<file path="config.mk">
export PLATFORM = sky130hd
export DESIGN_NAME = toggle_decoder_flat
export DESIGN_NICKNAME = d
export VERILOG_FILES = /design/src/rtl/toggle_decoder_if.sv /design/src/rtl/toggle_decoder.sv /design/src/flat_wrapper.sv
export SDC_FILE = /design/constraint.sdc
export NUM_CORES = 1
export LEC_CHECK = 0
export ABC_AREA = 1
export CORE_MARGIN = 3
export CORE_UTILIZATION = 30
export DETAILED_ROUTE_END_ITERATION = 10
export GPL_ROUTABILITY_DRIVEN = 0
export HOLD_SLACK_MARGIN = 0.02
export SYNTH_ARGS = -nofsm -noshare
export SYNTH_HDL_FRONTEND = slang
export SYNTH_SLANG_ARGS = --single-unit
</file>
<file path="constraint.sdc">
create_clock -name clk -period 3.4 [get_ports clk]
set_input_delay 1.02 -clock clk [delete_from_list [all_inputs] [get_ports clk]]
set_output_delay 1.02 -clock clk [all_outputs]
set_load 0.02 [all_outputs]
</file>
<file path="src/rtl/toggle_decoder_if.sv">
// rtl/toggle_decoder_if.sv - decoded-event valid/ready channel of the toggle-line receiver
interface toggle_decoder_if;
    logic ev_valid;
    logic ev_ready;
    logic ev_phase;

    modport master (
        output ev_valid,
        output ev_phase,
        input  ev_ready
    );

    modport slave (
        input  ev_valid,
        input  ev_phase,
        output ev_ready
    );
endinterface

</file>
<file path="src/rtl/toggle_decoder.sv">
// rtl/toggle_decoder.sv - toggle-line receiver: synchroniser, glitch filter, pending-event counter
module toggle_decoder #(
    parameter int FILT_CYCLES = 4,
    parameter int PEND_W      = 4,
    parameter int CNT_W       = 16
) (
    input  logic                clk,
    input  logic                rst,
    input  logic                line_in,
    toggle_decoder_if.master    ev_if,
    output logic [CNT_W-1:0]    ev_count,
    output logic                overflow,
    input  logic                clr
);

    // qcnt only ever counts up to FILT_CYCLES-1; keep it at least one bit wide
    localparam int QW = (FILT_CYCLES > 1) ? $clog2(FILT_CYCLES) : 1;
    localparam logic [QW-1:0]     QLAST    = QW'(FILT_CYCLES - 1);
    localparam logic [PEND_W-1:0] PEND_MAX = '1;
    localparam logic [CNT_W-1:0]  CNT_MAX  = '1;

    typedef enum logic {
        ST_STABLE  = 1'b0,
        ST_QUALIFY = 1'b1
    } state_t;

    logic              r_sync1;
    logic              r_sync2;
    logic              r_lvl;
    state_t            r_state;
    logic [QW-1:0]     r_qcnt;
    logic [PEND_W-1:0] r_pend;
    logic [CNT_W-1:0]  r_ev_count;
    logic              r_overflow;

    state_t            w_state_nxt;
    logic [QW-1:0]     w_qcnt_nxt;
    logic              w_lvl_nxt;
    logic              w_ev_acc;
    logic              w_valid;
    logic              w_handshake;
    logic              w_full;
    logic              w_drop;

    // two-flop synchroniser for the asynchronous line
    always_ff @(posedge clk) begin
        if (!rst) begin
            r_sync1 <= 1'b0;
            r_sync2 <= 1'b0;
        end else begin
            r_sync1 <= line_in;
            r_sync2 <= r_sync1;
        end
    end

    // filter state, qualify counter and accepted level
    always_ff @(posedge clk) begin
        if (!rst) begin
            r_state <= ST_STABLE;
            r_qcnt  <= '0;
            r_lvl   <= 1'b0;
        end else begin
            r_state <= w_state_nxt;
            r_qcnt  <= w_qcnt_nxt;
            r_lvl   <= w_lvl_nxt;
        end
    end

    // a new level must persist FILT_CYCLES synced cycles before it is accepted
    always_comb begin
        w_state_nxt = r_state;
        w_qcnt_nxt  = r_qcnt;
        w_lvl_nxt   = r_lvl;
        w_ev_acc    = 1'b0;
        case (r_state)
            ST_STABLE: begin
                if (r_sync2 != r_lvl) begin
                    if (FILT_CYCLES == 1) begin
                        w_lvl_nxt   = r_sync2;
                        w_qcnt_nxt  = '0;
                        w_ev_acc    = 1'b1;
                    end else begin
                        w_state_nxt = ST_QUALIFY;
                        w_qcnt_nxt  = QW'(1);
                    end
                end
            end
            ST_QUALIFY: begin
                if (r_sync2 == r_lvl) begin
                    // line fell back before qualifying: treat as a glitch
                    w_state_nxt = ST_STABLE;
                    w_qcnt_nxt  = '0;
                end else if (r_qcnt == QLAST) begin
                    w_state_nxt = ST_STABLE;
                    w_qcnt_nxt  = '0;
                    w_lvl_nxt   = r_sync2;
                    w_ev_acc    = 1'b1;
                end else begin
                    w_qcnt_nxt  = r_qcnt + QW'(1);
                end
            end
            default: begin
                w_state_nxt = ST_STABLE;
                w_qcnt_nxt  = '0;
            end
        endcase
    end

    assign w_valid     = (r_pend != '0);
    assign w_handshake = w_valid && ev_if.ev_ready;
    assign w_full      = (r_pend == PEND_MAX);
    assign w_drop      = w_ev_acc && !w_handshake && w_full;

    // pending-event counter: accept and handshake in one cycle cancel out
    always_ff @(posedge clk) begin
        if (!rst) begin
            r_pend <= '0;
        end else if (w_ev_acc && !w_handshake && !w_full) begin
            r_pend <= r_pend + PEND_W'(1);
        end else if (w_handshake && !w_ev_acc) begin
            r_pend <= r_pend - PEND_W'(1);
        end
    end

    // saturating count of accepted changes, dropped ones included
    always_ff @(posedge clk) begin
        if (!rst) begin
            r_ev_count <= '0;
        end else if (clr) begin
            r_ev_count <= w_ev_acc ? CNT_W'(1) : '0;
        end else if (w_ev_acc && (r_ev_count != CNT_MAX)) begin
            r_ev_count <= r_ev_count + CNT_W'(1);
        end
    end

    // sticky drop flag; a drop in the same cycle as clr keeps it set
    always_ff @(posedge clk) begin
        if (!rst) begin
            r_overflow <= 1'b0;
        end else if (w_drop) begin
            r_overflow <= 1'b1;
        end else if (clr) begin
            r_overflow <= 1'b0;
        end
    end

    assign ev_if.ev_valid = w_valid;
    assign ev_if.ev_phase = r_lvl;
    assign ev_count       = r_ev_count;
    assign overflow       = r_overflow;

endmodule

</file>
<file path="src/flat_wrapper.sv">
// flat-port wrapper written by rule: the top's interface ports become plain ports
module toggle_decoder_flat 
#(
    parameter int FILT_CYCLES = 4,
    parameter int PEND_W      = 4,
    parameter int CNT_W       = 16
)
  (clk, rst, line_in, ev_count, overflow, clr, ev_if_ev_valid, ev_if_ev_phase, ev_if_ev_ready);
  toggle_decoder_if ev_if_i ();
  input  logic clk;
  input  logic rst;
  input  logic line_in;
  output logic [CNT_W-1:0] ev_count;
  output logic overflow;
  input  logic clr;
  output wire logic [$bits(ev_if_i.ev_valid)-1:0] ev_if_ev_valid;
  output wire logic [$bits(ev_if_i.ev_phase)-1:0] ev_if_ev_phase;
  input wire logic [$bits(ev_if_i.ev_ready)-1:0] ev_if_ev_ready;
  assign ev_if_ev_valid = ev_if_i.ev_valid;
  assign ev_if_ev_phase = ev_if_i.ev_phase;
  assign ev_if_i.ev_ready = ev_if_ev_ready;
  toggle_decoder #(.FILT_CYCLES(FILT_CYCLES), .PEND_W(PEND_W), .CNT_W(CNT_W)) u_core (.clk(clk), .rst(rst), .line_in(line_in), .ev_if(ev_if_i), .ev_count(ev_count), .overflow(overflow), .clr(clr));
endmodule
</file>
==> results of run 1 <==
==> cell usage in the layout, fill, tap and decap left out, drive strengths merged <==
cell and instances:
nand3 12, inv 26, a32o 1, nand4 5
a21oi 15, dfxtp 27, o21bai 1, o21ai 8
fa 1, ha 4, buf 1, nor2 45
nor3 3, xnor2 1, a21o 1, clkdlybuf4s50 23
and2 1, nand2 55, clkbuf 4
==> registers in the layout (all words and copies together), names as in the netlist <==
register               cells
u_core.ev_count           16
u_core.ev_if.ev_phase      1
u_core.overflow            1
u_core.r_pend              4
u_core.r_qcnt              2
u_core.r_state             1
u_core.r_sync1             1
u_core.r_sync2             1
==> how the worst max path moves through the flow <==
stage               slack [ns]  cells past startpoint                            end
CTS                       0.87                     11  u_core.r_pend[3]$_SDFFE_PN0P_
global route              0.76                     11  u_core.r_pend[3]$_SDFFE_PN0P_
finish                    0.87                     11  u_core.r_pend[3]$_SDFFE_PN0P_
floorplan                 1.12                      8  u_core.r_pend[3]$_SDFFE_PN0P_
global placement          0.62                     11  u_core.r_pend[3]$_SDFFE_PN0P_
detailed placement        0.57                     11  u_core.r_pend[3]$_SDFFE_PN0P_
==> metrics by stage <==
step            util  setup slack (ns)  std cells  total power, mW  hold slack [ns]
2_1_floorplan      -              1.12        207            0.479            0.390
4_1_cts        0.396             0.873        286            0.709            0.427
5_1_grt        0.396             0.761        286            0.745            0.460
3_5_place_dp   0.385             0.571        282            0.527            0.404
6_report       0.396             0.872        286            0.700            0.422
3_3_place_gp   0.385             0.618        282            0.522            0.391
==> worst max-delay path, cell delays in order <==
cell and delay (ns):
clkdlybuf4s50_1 0.40, nand2_1 0.10, nand3_1 0.20, ha_1 0.33
a21o_1 0.17, a21oi_1 0.16, inv_1 0.05, nand2_1 0.07
nand3_1 0.08, nand2_1 0.06, nor2_1 0.04
==> layout make-up <==
cell class / instances / area [µm²]
Fill cell: 474 / 2690
Multi-Input combinational cell: 153 / 772
Sequential cell: 27 / 541
Timing Repair Buffer: 24 / 238
Inverter: 26 / 97.6
Tap cell: 52 / 65.1
Clock buffer: 4 / 45.0
==> power by group <==
group | leakage [nW] | total, mW | internal (mW) | switching, mW
combinational | 0.456 | 0.157 | 0.0708 | 0.0865
clock | 0.0228 | 0.182 | 0.0839 | 0.0978
sequential | 0.219 | 0.361 | 0.336 | 0.0249
==> routing by layer <==
| metal | part of all wire | up-vias | routed length [µm] |
|---|---|---|---|
| li1 | - | 708 | - |
| met1 | 0.51 | 590 | 1480 |
| met2 | 0.44 | 17 | 1300 |
| met3 | 0.034 | 2 | 100 |
| met4 | 0.013 | 0 | 38 |
| met5 | 0 | - | 0 |
==> logic make-up (layout without fill, tap and decap cells) <==
kind of cell,Yosys count,in the layout,share of synthesized area
simple gates,121,121,0.383
flops,27,27,0.382
buf+inv,27,54,0.0725
compound gates,26,26,0.107
fa+ha+maj,5,5,0.0495
xor+xnor,1,1,0.00619
==> key figures, run 1 <==
Job
  • Max cap viols: 0

Synthesis
  • Synthesis warning total: 0
  • Flip-flop and latch count after synthesis: 27
  • Post-synth top cells: 51 x nand2_1, 39 x nor2_1, 27 x dfxtp_1, 24 x inv_1, 15 x a21oi_1
  • Post-synthesis sequential area ratio: 0.382
  • Cell with the most instances after synthesis: nand2_1
  • Unique masters post-synth: 25
  • Synthesized instance count: 207
  • Largest area contributor in the netlist: dfxtp_1
  • Post-synth EDFFs: 0
  • Async S/R FF share, synth: 0
  • Top cells by area, synth: dfxtp_1 38%, nand2_1 14%, nor2_1 10%
  • Post-Syn Area per Cell: 6.84 µm²
  • Prevailing post-synth register cell: dfxtp_1
  • Syn nets: 217
  • Share of Yosys cell area claimed by the top area cell type: 0.382
  • Synthesized cell area: 1420 µm²

Worst setup path
  • Worst EP arrival: 2.70 ns
  • Reg2Reg Depth: 12
  • WP data required: 3.57 ns
  • CP startpoint kind: input pin
  • Crit. Startpoint: ev_if_ev_ready
  • Crit Path Max Fanout: 6
  • Nature of the critical path endpoint: flop
  • Worst R2R Start: u_core.r_qcnt[0]$_SDFFE_PN0P_
  • Reg2reg end: u_core.r_pend[3]$_SDFFE_PN0P_
  • Reg-to-reg slack, setup: 1.25 ns
  • Setup Crit Path Kind: input pin to flop

Clocking
  • CTS buffer count: 3
  • Worst-skew pair later-pin latency: 0.27 ns
  • Root Driver: clkbuf_8
  • Clock sinks: 27
  • Post-CTS resize count: 0
  • Reg clk slew, reported paths: 0.09 ns
  • Setup bufs post-CTS: 0
  • H-tree depth: 1
  • CTS tree: yes
  • Max clock buf depth: 2
  • CTS Hold Bufs: 0

Hold path
  • Worst hold endpoint: u_core.r_sync2$_SDFF_PN0_
  • Min-delay src: u_core.r_sync1$_SDFF_PN0_
  • WHS Path Cells: 2
  • Worst min-delay path class: flop to flop

Drt
  • DR WL/cell: 10.2 µm
  • DRC: 0
  • Antenna-violating nets left: 0
  • Vias/cell: 4.60
  • Via count: 1,317
  • First-pass DRT Iterations: 4
  • Wirelength, routed: 2920 µm
  • DRT iter0 DRCs: 84

Floorplan
  • Rows: 24
  • Die width: 74.7 µm
  • Die Ht: 74.7 µm
  • Die area: 5580 µm²
  • Core ar.: 4440 µm²
  • Initial Util: 0.318
  • Top-Level Pins: 24

Timing
  • Setup TNS: 0 ns
  • Slew @ Worst Pin: 0.302 ns
  • Final period utilization: 0.743
  • Worst slew margin: 0.798
  • Max Clk Rate: 0.396 GHz
  • Clock Skew: 0.00439 ns
  • Tmin final: 2.53 ns
  • Unrepaired setup endpoints after global routing: false
  • Setup violations, final: 0
  • Max Slew Vio Count: 0
  • Final Hold Viols: 0

Pwr
  • Leak: 0.698 nW
  • Max VDD drop: 0.163 mV
  • Power per Cell Area: 398 nW/µm²

GRT
  • Vias in the first global route: 1,241
  • Largest net degree at the start of global routing: 15
  • GRT overflow: 0
  • All-Layer GR Usage: 0.123
  • Met2 GRT Util: 0.193
  • Antenna violations before repair: 0
  • Top Usage Layer GRT: met2
  • Met3 Use GR: 0.0267
  • Met1 Track Usage GR: 0.165
  • First-pass GRT wire length: 5350 µm

Final layout
  • Antenna diodes: 0
  • Design area: 1760 µm²
  • Area grow syn2layout: 24.2%
  • Share of layout cells above drive strength 1: 0.0726
  • Final net count: 245

Placed design
  • Hpwl dp: 2250 µm
  • Port bufs: 23
  • Placed Area: 1710 µm²

Status
  • Outcome: finished, final reports clean
Power figures use the tool's default switching activity.
==> run 2: changes to the inputs <==
clock period = 2.6 ns   (was 3.4 ns; I/O delays follow)
==> run 2 against run 1 <==
Hold slack is essentially flat. Clock power rose by 36%. Flip-flop and latch count stayed put. Clock-buffer cell count did not move. Final area up 1.6%. Worst setup slack worse by 0.54 ns. Critical path depth fell by 8. Power grew 32%. Utilization increased by 0.62 points. Sequential power increased by 30%. Non-clock buffer count increased by 2. Largest cell class unchanged. Highest routed layer unchanged.
==> key figures, run 2 (synthesis results as in run 1) <==
Status
  • Outcome: finished, final reports clean

Worst setup path
  • CP peak stage delay: 0.60 ns
  • WP data required: 1.82 ns
  • Worst EP arrival: 1.49 ns
  • Crit Path Max Fanout: 6
  • CP startpoint kind: flop
  • CP Cell Sequence: nor2_1 > nand2_1 > clkdlybuf4s50_1
  • Worst path slowest cell: clkdlybuf4s50_1
  • Nature of the critical path endpoint: output pin
  • Setup Crit Path Kind: flop to output pin

Pwr
  • Power per Cell Area: 519 nW/µm²
  • Max VDD drop: 0.207 mV
  • Leak: 0.710 nW

Timing
  • Max Slew Vio Count: 0
  • Clock Skew: 0.00295 ns
  • Max Clk Rate: 0.441 GHz
  • Unrepaired setup endpoints after global routing: false
  • Setup violations, final: 0
  • Setup TNS: 0 ns
  • Final Hold Viols: 0
  • Final period utilization: 0.872
  • Post-route setup slack: 0.332 ns
  • Slew @ Worst Pin: 0.247 ns
  • Tmin final: 2.27 ns
  • Worst slew margin: 0.835

Clocking
  • Reg clk slew, reported paths: 0.10 ns
  • CTS tree: yes
  • Max clock buf depth: 2
  • Post-CTS resize count: 0
  • Setup bufs post-CTS: 0
  • Root Driver: clkbuf_8
  • CTS Hold Bufs: 0
  • H-tree depth: 1
  • Worst-skew pair later-pin latency: 0.27 ns
  • Clock sinks: 27
  • CTS buffer count: 3

Floorplan
  • Die area: 5580 µm²
  • Core ar.: 4440 µm²
  • Rows: 24
  • Initial Util: 0.318
  • Top-Level Pins: 24
  • Die Ht: 74.7 µm
  • Die width: 74.7 µm

Final layout
  • Area grow syn2layout: 26.2%
  • Max reg flops: 16
  • Share of layout cells above drive strength 1: 0.0805
  • Design area: 1790 µm²
  • Antenna diodes: 0
  • Most frequent cells in the layout: 51 x nand2_1, 39 x nor2_1, 27 x dfxtp_1
  • Commonest non-fill, non-tap cell in the layout: nand2_1
  • Final net count: 247

Placed design
  • Port bufs: 23
  • Worst slack, placed: 0.0666 ns
  • Hpwl dp: 2270 µm
  • Placed Area: 1740 µm²

Hold path
  • Worst min-delay path class: flop to flop

Drt
  • DRC: 0
  • First-pass DRT Iterations: 4
  • Antenna-violating nets left: 0
  • Wirelength, routed: 2950 µm
  • Via count: 1,334
  • DR WL/cell: 10.2 µm
  • DRT iter0 DRCs: 82
  • Vias/cell: 4.63

GRT
  • Vias in the first global route: 1,192
  • Met2 GRT Util: 0.186
  • GRT overflow: 0
  • Largest net degree at the start of global routing: 16
  • First-pass GRT wire length: 5130 µm
  • All-Layer GR Usage: 0.121
  • Met1 Track Usage GR: 0.162
  • Met3 Use GR: 0.0174
  • Top Usage Layer GRT: met2
  • Antenna violations before repair: 0

Job
  • Max cap viols: 0
## run 2: cell count changes in the layout (fill, tap and decap cells not counted)
cell	previous run	this run
buf_12	0	1
buf_4	1	2
## run 2: final timing paths
kind,startpoint,depth (start not counted),slack [ns],end
max,u_core.r_pend[0]$_SDFFE_PN0P_,3,0.33,ev_if_ev_valid
min,u_core.r_sync1$_SDFF_PN0_,2,0.42,u_core.r_sync2$_SDFF_PN0_
max reg2reg,u_core.r_qcnt[0]$_SDFFE_PN0P_,10,0.50,u_core.r_pend[3]$_SDFFE_PN0P_
min reg2reg,u_core.r_sync1$_SDFF_PN0_,2,0.42,u_core.r_sync2$_SDFF_PN0_
## run 2: power by group
part,switching (mW),internal [mW],total (mW)
registers,0.0313,0.439,0.470
clock network,0.137,0.110,0.247
logic,0.114,0.0951,0.209
total,0.283,0.644,0.927
## run 2: metal layers
layer	share of wire	wire length, µm
met1	0.52	1530
met4	0.021	62
met3	0.025	75
met2	0.44	1290
met5	0	0
## run 2: worst max-delay path: cells and delay by family, from the launching register on
family,cells,cell delay [ns]
AND/OR/NAND/NOR,2,0.16
flip-flops,1,0.45
buffers and inverters,1,0.60
## run 2: area by class of cell
class                           count  area, µm²
Clock buffer                        4       45.0
Fill cell                         488       2660
Inverter                           26       97.6
Multi-Input combinational cell    153        772
Sequential cell                    27        541
Tap cell                           52       65.1
Timing Repair Buffer               26        265
## run 2: stage by stage
stage	utilization	std cells	total power, mW	hold WS, ns
after floorplan	-	207	0.626	0.390
after global placement	0.392	284	0.685	0.392
after detailed placement	0.392	284	0.690	0.400
after CTS	0.402	288	0.938	0.423
after global routing	0.402	288	0.989	0.454
final	0.402	288	0.927	0.422
==> RTL edit, RTL diff (flow settings as in run 2) <==
`FILT_CYCLES` is set to 4 in 2 places; all go to 16.
--- a/src/rtl/toggle_decoder.sv
+++ b/src/rtl/toggle_decoder.sv
@@ -2,3 +2,3 @@
 module toggle_decoder #(
-    parameter int FILT_CYCLES = 4,
+    parameter int FILT_CYCLES = 16,
     parameter int PEND_W      = 4,
--- a/src/flat_wrapper.sv
+++ b/src/flat_wrapper.sv
@@ -3,3 +3,3 @@
 #(
-    parameter int FILT_CYCLES = 4,
+    parameter int FILT_CYCLES = 16,
     parameter int PEND_W      = 4,
Function: changed (a bounded check fails within 10 cycles, from zero or initial values and one cycle with rst low).
==> RTL edit against run 2 <==
Combinational power grew 29%; count of clock-buffer cells in the layout rose by 2; worst setup slack got worse by 0.027 ns; first-iteration DRC count is 32% lower; sequential power increased by 8.5%; global-route usage decreased by 0.31 points; cell area up 13%; total power grew 38%; via count is 15% higher; sequential cell count rose by 2; synthesized area up 11%; routed wire length rose by 16%.
==> RTL edit: results (changes against run 2) <==
[run_status]
status = finished clean

[cells_and_area]
seq_share_pct = 28.77  ; -1.5 points
fill_cells = 552  ; +13%
nets = 276  ; +12%
multi_input_gates = 170  ; +11%
n_all_buffers = 28  ; +7.7%
n_clock_buffer = 6  ; +2
num-nonclk-inverters = 32  ; +23%
bufAreaShareNonClock_pct = 13.27  ; -1.6 points
drive_gt1_share_pct = 9.363  ; +1.3 points

[synthesis]
yosysUniqueCellTypes = 29  ; +16%
yosys-top-cells-count = 58 x nand2_1, 33 x nor2_1, 29 x dfxtp_1
syn_nets = 246  ; +13%
synth_xor_area_share_pct = 1.665  ; +1.0 points

[worst_setup_path]
cp_max_fo = 5  ; -1

[sta]
tightest_slew_ns = 0.4700  ; +0.2231 ns

[clocking]
cts_buffers = 5  ; +2
path_clk_slew_ns = 0.07  ; -0.03 ns

[pwr]
vdd_drop_max_mv = 0.4564  ; +120%
p_leak_uw = 0.0007663  ; +7.9%
p_int_uw = 904.4  ; +40%

[grt]
grt_use_total_pct = 11.75  ; -0.31 points
grt_pass1_wl_um = 5720  ; +12%

[drt]
routed_wl_um = 3410  ; +16%

[placement]
place.detailed.hpwl_um = 2585  ; +14%

[RTL edit: cell types whose count changed after synthesis, sizes merged, moves of 2 or more]
cell,run 2,this run
nand2,55,61
nand4,5,9
clkbuf,0,3
a21oi,15,18
nand3,12,21
dfxtp,27,29
nor2,45,38
inv,26,31
[RTL edit: kinds of logic (layout without fill, tap and decap cells)]
family,count (synthesis),count (layout)
simple gates,134,134
buf+inv,37,68
flops,29,29
compound gates,28,28
fa+ha+maj,5,5
xor+xnor,3,3
[RTL edit: stage by stage]
stage | utilization [%] | instance area [µm²]
floorplan | - | 1578
global route | 41.10 | 2018
CTS | 41.10 | 2018
finish | 41.10 | 2018
detailed placement | 38.65 | 1898
global placement | 38.65 | 1898
[RTL edit: power by group through the flow]
stage	Clock [µW]	Combinational, µW	Sequential [µW]
3_5_place_dp	0	267	520
2_1_floorplan	0	183	510
6_report	496	269	510
3_3_place_gp	0	262	520
4_1_cts	511	269	511
5_1_grt	527	299	515
[RTL edit: worst paths after layout]
check	startpoint	to	slack, ns	cells past startpoint
max	u_core.r_pend[0]	ev_if_ev_valid	0.30	3
min	u_core.r_sync1	u_core.r_sync2	0.41	2
max reg2reg	u_core.r_qcnt[0]	u_core.r_pend[3]	0.41	10
min reg2reg	u_core.r_sync1	u_core.r_sync2	0.41	2
[RTL edit: per-layer routing]
layer / routed length (µm) / track usage, % / up-vias
li1: - / - / 820
met2: 1558 / 18.68 / 26
met4: 55 / 5.769 / 0
met1: 1652 / 14.40 / 678
met5: 0 / 0 / -
met3: 144 / 3.440 / 5
[RTL edit: worst max-delay path, stage by stage, from the launching register on]
cell and delay, ns:
dfxtp_1 0.43, inv_1 0.08, nand3_1 0.11, clkdlybuf4s50_1 0.61
